### config.mk
export PLATFORM = sky130hd
export DESIGN_NAME = word_loader
export DESIGN_NICKNAME = d
export VERILOG_FILES = /design/src/rtl/word_loader.sv
export SDC_FILE = /design/constraint.sdc
export NUM_CORES = 1
export LEC_CHECK = 0
export CAP_MARGIN = 20
export CORE_MARGIN = 4
export CORE_UTILIZATION = 31
export CTS_CLUSTER_DIAMETER = 100
export DETAILED_ROUTE_END_ITERATION = 7
export GPL_TIMING_DRIVEN = 0
export SLEW_MARGIN = 10
export SYNTH_ARGS = -nofsm -noshare
export SYNTH_HDL_FRONTEND = slang
export SYNTH_SLANG_ARGS = --single-unit
### constraint.sdc
create_clock -name clk -period 1.9 [get_ports clk]
set_input_delay 0.38 -clock clk [delete_from_list [all_inputs] [get_ports clk]]
set_output_delay 0.38 -clock clk [all_outputs]
set_load 0.03 [all_outputs]
### src/rtl/word_loader.sv
// word_loader: splits a delimiter-separated byte stream into words, writes each
// word null-terminated into the word SRAM, starts the matcher and forwards one
// result record per word.
//
// Ports:
//   clk, rst_n                        clock, asynchronous active-low reset
//   in_valid/in_data/in_last/in_ready input byte stream (valid/ready)
//   wr_en/wr_addr/wr_data             word SRAM write port (registered)
//   match_start                       one-cycle matcher start pulse
//   match_done/match_equal            matcher completion and hit flag
//   res_valid/res_ready               result record handshake
//   res_hit/res_trunc/res_index       result record payload
module word_loader #(
  parameter int unsigned              ADDR_WIDTH = 4,
  parameter int unsigned              DATA_WIDTH = 8,
  parameter logic [DATA_WIDTH-1:0]    DELIM      = 8'h20,
  parameter int unsigned              CNT_WIDTH  = 16
) (
  input  logic                  clk,
  input  logic                  rst_n,
  input  logic                  in_valid,
  input  logic [DATA_WIDTH-1:0] in_data,
  input  logic                  in_last,
  output logic                  in_ready,
  output logic                  wr_en,
  output logic [ADDR_WIDTH-1:0] wr_addr,
  output logic [DATA_WIDTH-1:0] wr_data,
  output logic                  match_start,
  input  logic                  match_done,
  input  logic                  match_equal,
  output logic                  res_valid,
  input  logic                  res_ready,
  output logic                  res_hit,
  output logic                  res_trunc,
  output logic [CNT_WIDTH-1:0]  res_index
);

  // Last SRAM address is reserved for the terminating null.
  localparam logic [ADDR_WIDTH-1:0] PTR_LAST = '1;

  typedef enum logic [2:0] {
    S_IDLE,
    S_FILL,
    S_TERM,
    S_START,
    S_WAIT,
    S_REPORT
  } state_t;

  state_t                state, state_d;
  logic [ADDR_WIDTH-1:0] ptr, ptr_d;
  logic                  trunc, trunc_d;
  logic [CNT_WIDTH-1:0]  idx, idx_d;
  logic                  wr_en_d;
  logic [ADDR_WIDTH-1:0] wr_addr_d;
  logic [DATA_WIDTH-1:0] wr_data_d;
  logic                  match_start_d;
  logic                  res_valid_d, res_hit_d, res_trunc_d;
  logic [CNT_WIDTH-1:0]  res_index_d;
  logic                  accept;
  logic                  is_delim;

  // Ready depends on state only; held low while reset is asserted.
  assign in_ready = rst_n && ((state == S_IDLE) || (state == S_FILL));
  assign accept   = in_valid && in_ready;
  assign is_delim = (in_data == DELIM);

  // State and datapath registers.
  always_ff @(posedge clk or negedge rst_n) begin
    if (!rst_n) begin
      state       <= S_IDLE;
      ptr         <= '0;
      trunc       <= 1'b0;
      idx         <= '0;
      wr_en       <= 1'b0;
      wr_addr     <= '0;
      wr_data     <= '0;
      match_start <= 1'b0;
      res_valid   <= 1'b0;
      res_hit     <= 1'b0;
      res_trunc   <= 1'b0;
      res_index   <= '0;
    end else begin
      state       <= state_d;
      ptr         <= ptr_d;
      trunc       <= trunc_d;
      idx         <= idx_d;
      wr_en       <= wr_en_d;
      wr_addr     <= wr_addr_d;
      wr_data     <= wr_data_d;
      match_start <= match_start_d;
      res_valid   <= res_valid_d;
      res_hit     <= res_hit_d;
      res_trunc   <= res_trunc_d;
      res_index   <= res_index_d;
    end
  end

  // Next-state and next-output logic.
  always_comb begin
    state_d       = state;
    ptr_d         = ptr;
    trunc_d       = trunc;
    idx_d         = idx;
    wr_en_d       = 1'b0;
    wr_addr_d     = wr_addr;
    wr_data_d     = wr_data;
    match_start_d = 1'b0;
    res_valid_d   = res_valid;
    res_hit_d     = res_hit;
    res_trunc_d   = res_trunc;
    res_index_d   = res_index;

    unique case (state)
      S_IDLE: begin
        // Leading and repeated delimiters are swallowed here.
        if (accept && !is_delim) begin
          wr_en_d   = 1'b1;
          wr_addr_d = '0;
          wr_data_d = in_data;
          ptr_d     = ADDR_WIDTH'(1);
          state_d   = in_last ? S_TERM : S_FILL;
        end
      end
      S_FILL: begin
        if (accept) begin
          if (is_delim) begin
            state_d = S_TERM;
          end else if (ptr != PTR_LAST) begin
            wr_en_d   = 1'b1;
            wr_addr_d = ptr;
            wr_data_d = in_data;
            ptr_d     = ptr + ADDR_WIDTH'(1);
          end else begin
            trunc_d = 1'b1;
          end
          if (in_last) begin
            state_d = S_TERM;
          end
        end
      end
      S_TERM: begin
        wr_en_d   = 1'b1;
        wr_addr_d = ptr;
        wr_data_d = '0;
        state_d   = S_START;
      end
      S_START: begin
        match_start_d = 1'b1;
        state_d       = S_WAIT;
      end
      S_WAIT: begin
        if (match_done) begin
          res_valid_d = 1'b1;
          res_hit_d   = match_equal && !trunc;
          res_trunc_d = trunc;
          res_index_d = idx;
          state_d     = S_REPORT;
        end
      end
      S_REPORT: begin
        if (res_ready) begin
          res_valid_d = 1'b0;
          idx_d       = idx + CNT_WIDTH'(1);
          ptr_d       = '0;
          trunc_d     = 1'b0;
          state_d     = S_IDLE;
        end
      end
      default: state_d = S_IDLE;
    endcase
  end

endmodule
==> flow_summary.yaml <==
power_and_ir_drop:
  cellPowerDensity_nw_per_um2: 1340
  power_uw: 4670
  p_leak_uw: 0.00155
  peakVddDrop_v: 0.000743
sta:
  setup_viol: 0
  grt_setup_unrepaired: "no"
  fmax_mhz: 555
  tightest_slew_ns: 0.551
  fin_ws_ns: 0.0994
  max_slew_margin_pct: 63.2
  clock_skew_ns: 0.00686
  finalCritPeriodShare_pct: 94.8
  final-hold-violation-count: 0
  setup-tns-final_ns: 0
  hold-worst-slack_ns: 0.00437
  finalCriticalPeriod_ns: 1.80
  maxSlewViolCount: 0
route:
  vias: 1933
  drtIter0Drc: 59
  wl_mm: 5.85
  detail-route-antenna-nets: 0
  vias_per_cell: 5.03
  dr.pass1.iters: 4
  drc_errors: 0
  wire_per_inst_um: 15.2
final_layout:
  area_delta_synth_final_pct: 32.4
  final_cell_mix: "dfrtp_1 (57), clkdlybuf4s50_1 (46), nand2_1 (19)"
  nets: 291
  final_common_cell: "dfrtp_1"
  n_fill_cell: 809
  diodes: 0
  drive_gt1_share_pct: 21.9
  utilization_pct: 42.3
critical_path:
  regToRegSetupSlack_ns: 0.11
  critPathArrivalTime_ns: 1.42
  startpoint: "state[2]$_DFFE_PN0P_"
  cp-start-kind: "register"
  crit_fanout: 10
  criticalPathCategory: "register to output port"
  end_kind: "output port"
  rr_startpoint: "ptr[0]$_DFFE_PN0P_"
  worst_ep_required_time_ns: 1.52
  worstRegToRegCells: 5
  endpoint: "in_ready"
  worst_r2r_endpoint: "wr_addr[1]$_DFFE_PN0P_"
global_route:
  grt_usage_pct: 12.5
  grt_max_degree: 62
  antenna_found_initial: 0
  grt_first_pass_wirelength_mm: 9.83
  overflow: 0
  grt_pass1_vias: 1966
clock_tree:
  clk_pin_slew_ns: 0.07
  htree_levels: 3
  cts_buffers: 9
  clkLatencyLatePin_ns: 0.33
  clockRootBuffer: "clkbuf_8"
  cts_tree: "done"
  ctsHoldBuffers: 0
  clockBufferDepth: 2
  clock-sinks: 57
placed_design:
  routabilityCongestion: 0.801
  portBuffers: 48
  preCtsSetupSlack_ns: -0.423
  dp_hpwl_mm: 4.07
run:
  cap_violations: 0
die:
  die_h_um: 100
  dieArea_um2: 10100
  row_count: 33
  core_um2: 8260
  io_pins: 49
  start_util_pct: 32.0
  die_w_um: 100
min_path:
  hp-class: "input port to async pin"
synth:
  avgSynthCellArea_um2: 12.4
  ys_seq_elements: 57
  ys_seq_area_share_pct: 54.1
  ys_warn_count: 0
  synth_cell_types: 54
  syn_area_um2: 2640
  async_flop_share_pct: 100
  synth_ff_type: "dfrtp_1"
  synth_edf_count: 0
  synthCells: 213
  synth_nets: 230
outcome:
  status: "complete, no violations"
[layer usage]
| layer | track usage (%) | vias up | part of all wire (%) |
|---|---|---|---|
| li1 | - | 907 | - |
| met1 | 16.3 | 971 | 44 |
| met5 | 0 | - | 0 |
| met4 | 3.11 | 0 | 1.1 |
| met3 | 5.14 | 8 | 5.6 |
| met2 | 19.3 | 47 | 49 |
[how the worst min path moves through the flow]
stage                   startpoint                  endpoint  slack [ns]
2_1_floorplan                rst_n        idx[0]$_DFFE_PN0P_        0.08
3_3_place_gp   idx[15]$_DFFE_PN0P_       idx[15]$_DFFE_PN0P_        0.46
3_5_place_dp   idx[15]$_DFFE_PN0P_       idx[15]$_DFFE_PN0P_        0.47
4_1_cts                      rst_n  res_index[7]$_DFFE_PN0P_        0.03
5_1_grt                      rst_n  res_index[7]$_DFFE_PN0P_        0.03
6_report                     rst_n  res_index[7]$_DFFE_PN0P_       0.004
[critical path, stage by stage, from the launching register on]
cell and delay [ns]:
dfrtp_1 0.38, buf_6 0.14, buf_4 0.17, nor2_4 0.11
and2_1 0.13, buf_4 0.15
[cells by family after synthesis]
logic type                 share of synthesized area, %
buffers and inverters                              2.09
muxes                                              8.06
xor gates and xnor gates                           4.98
DFF                                                54.1
AOI/OAI and AO/OA                                  12.7
and+or+nand+nor                                    17.2
adders and majority gates                         0.948
[power by group]
group	internal [uW]	switching, uW	total, uW
clock	677	488	1160
combinational	817	1000	1820
sequential	1480	199	1680
[synth_stat cells (all sizes together), types with 3 or more instances]
cell type / number / area, um^2
nor2b: 3 / 18.8
mux2: 18 / 203
xnor2: 12 / 105
buf: 7 / 43.8
nand4: 6 / 37.5
a21oi: 3 / 18.8
nand2b: 3 / 18.8
xor2: 3 / 26.3
a32o: 10 / 100
o21ai: 3 / 15.0
a21o: 3 / 23.8
nor4: 3 / 33.8
and3: 4 / 25.0
nor2: 11 / 43.8
nand3: 8 / 40.0
dfrtp: 57 / 1430
nand3b: 3 / 22.5
nand2: 20 / 77.6
nor3: 3 / 37.5
[flip-flops by register name, summed over array words and instances (netlist names)]
signal,flops
trunc,1
ptr,4
res_hit,1
wr_data,8
wr_addr,4
state,3
res_valid,1
match_start,1
res_index,16
wr_en,1
res_trunc,1
idx,16
[area by class of cell]
type                            count  area [um^2]  share of cell area [%]
Buffer                              8         50.0                    1.43
Clock buffer                       12          155                    4.44
Timing Repair Buffer               50          494                    14.1
Sequential cell                    57         1430                    40.8
Tap cell                          105          131                    3.76
Clock inverter                      4         51.3                    1.47
Multi-Input combinational cell    146         1180                    33.7
Inverter                            2         7.51                   0.215
[stage by stage]
step / cell area [um^2] / instances
floorplan: 2640 / 213
global placement: 3250 / 366
detailed placement: 3250 / 366
CTS: 3460 / 382
global route: 3490 / 384
finish: 3490 / 384
[repair_timing]
item,CTS,global route
gates resized for setup,8,5
endpoints found under the setup margin,9,5
pin swaps,0,2
setup buffers,0,2
(Power assumes the default switching activity.)
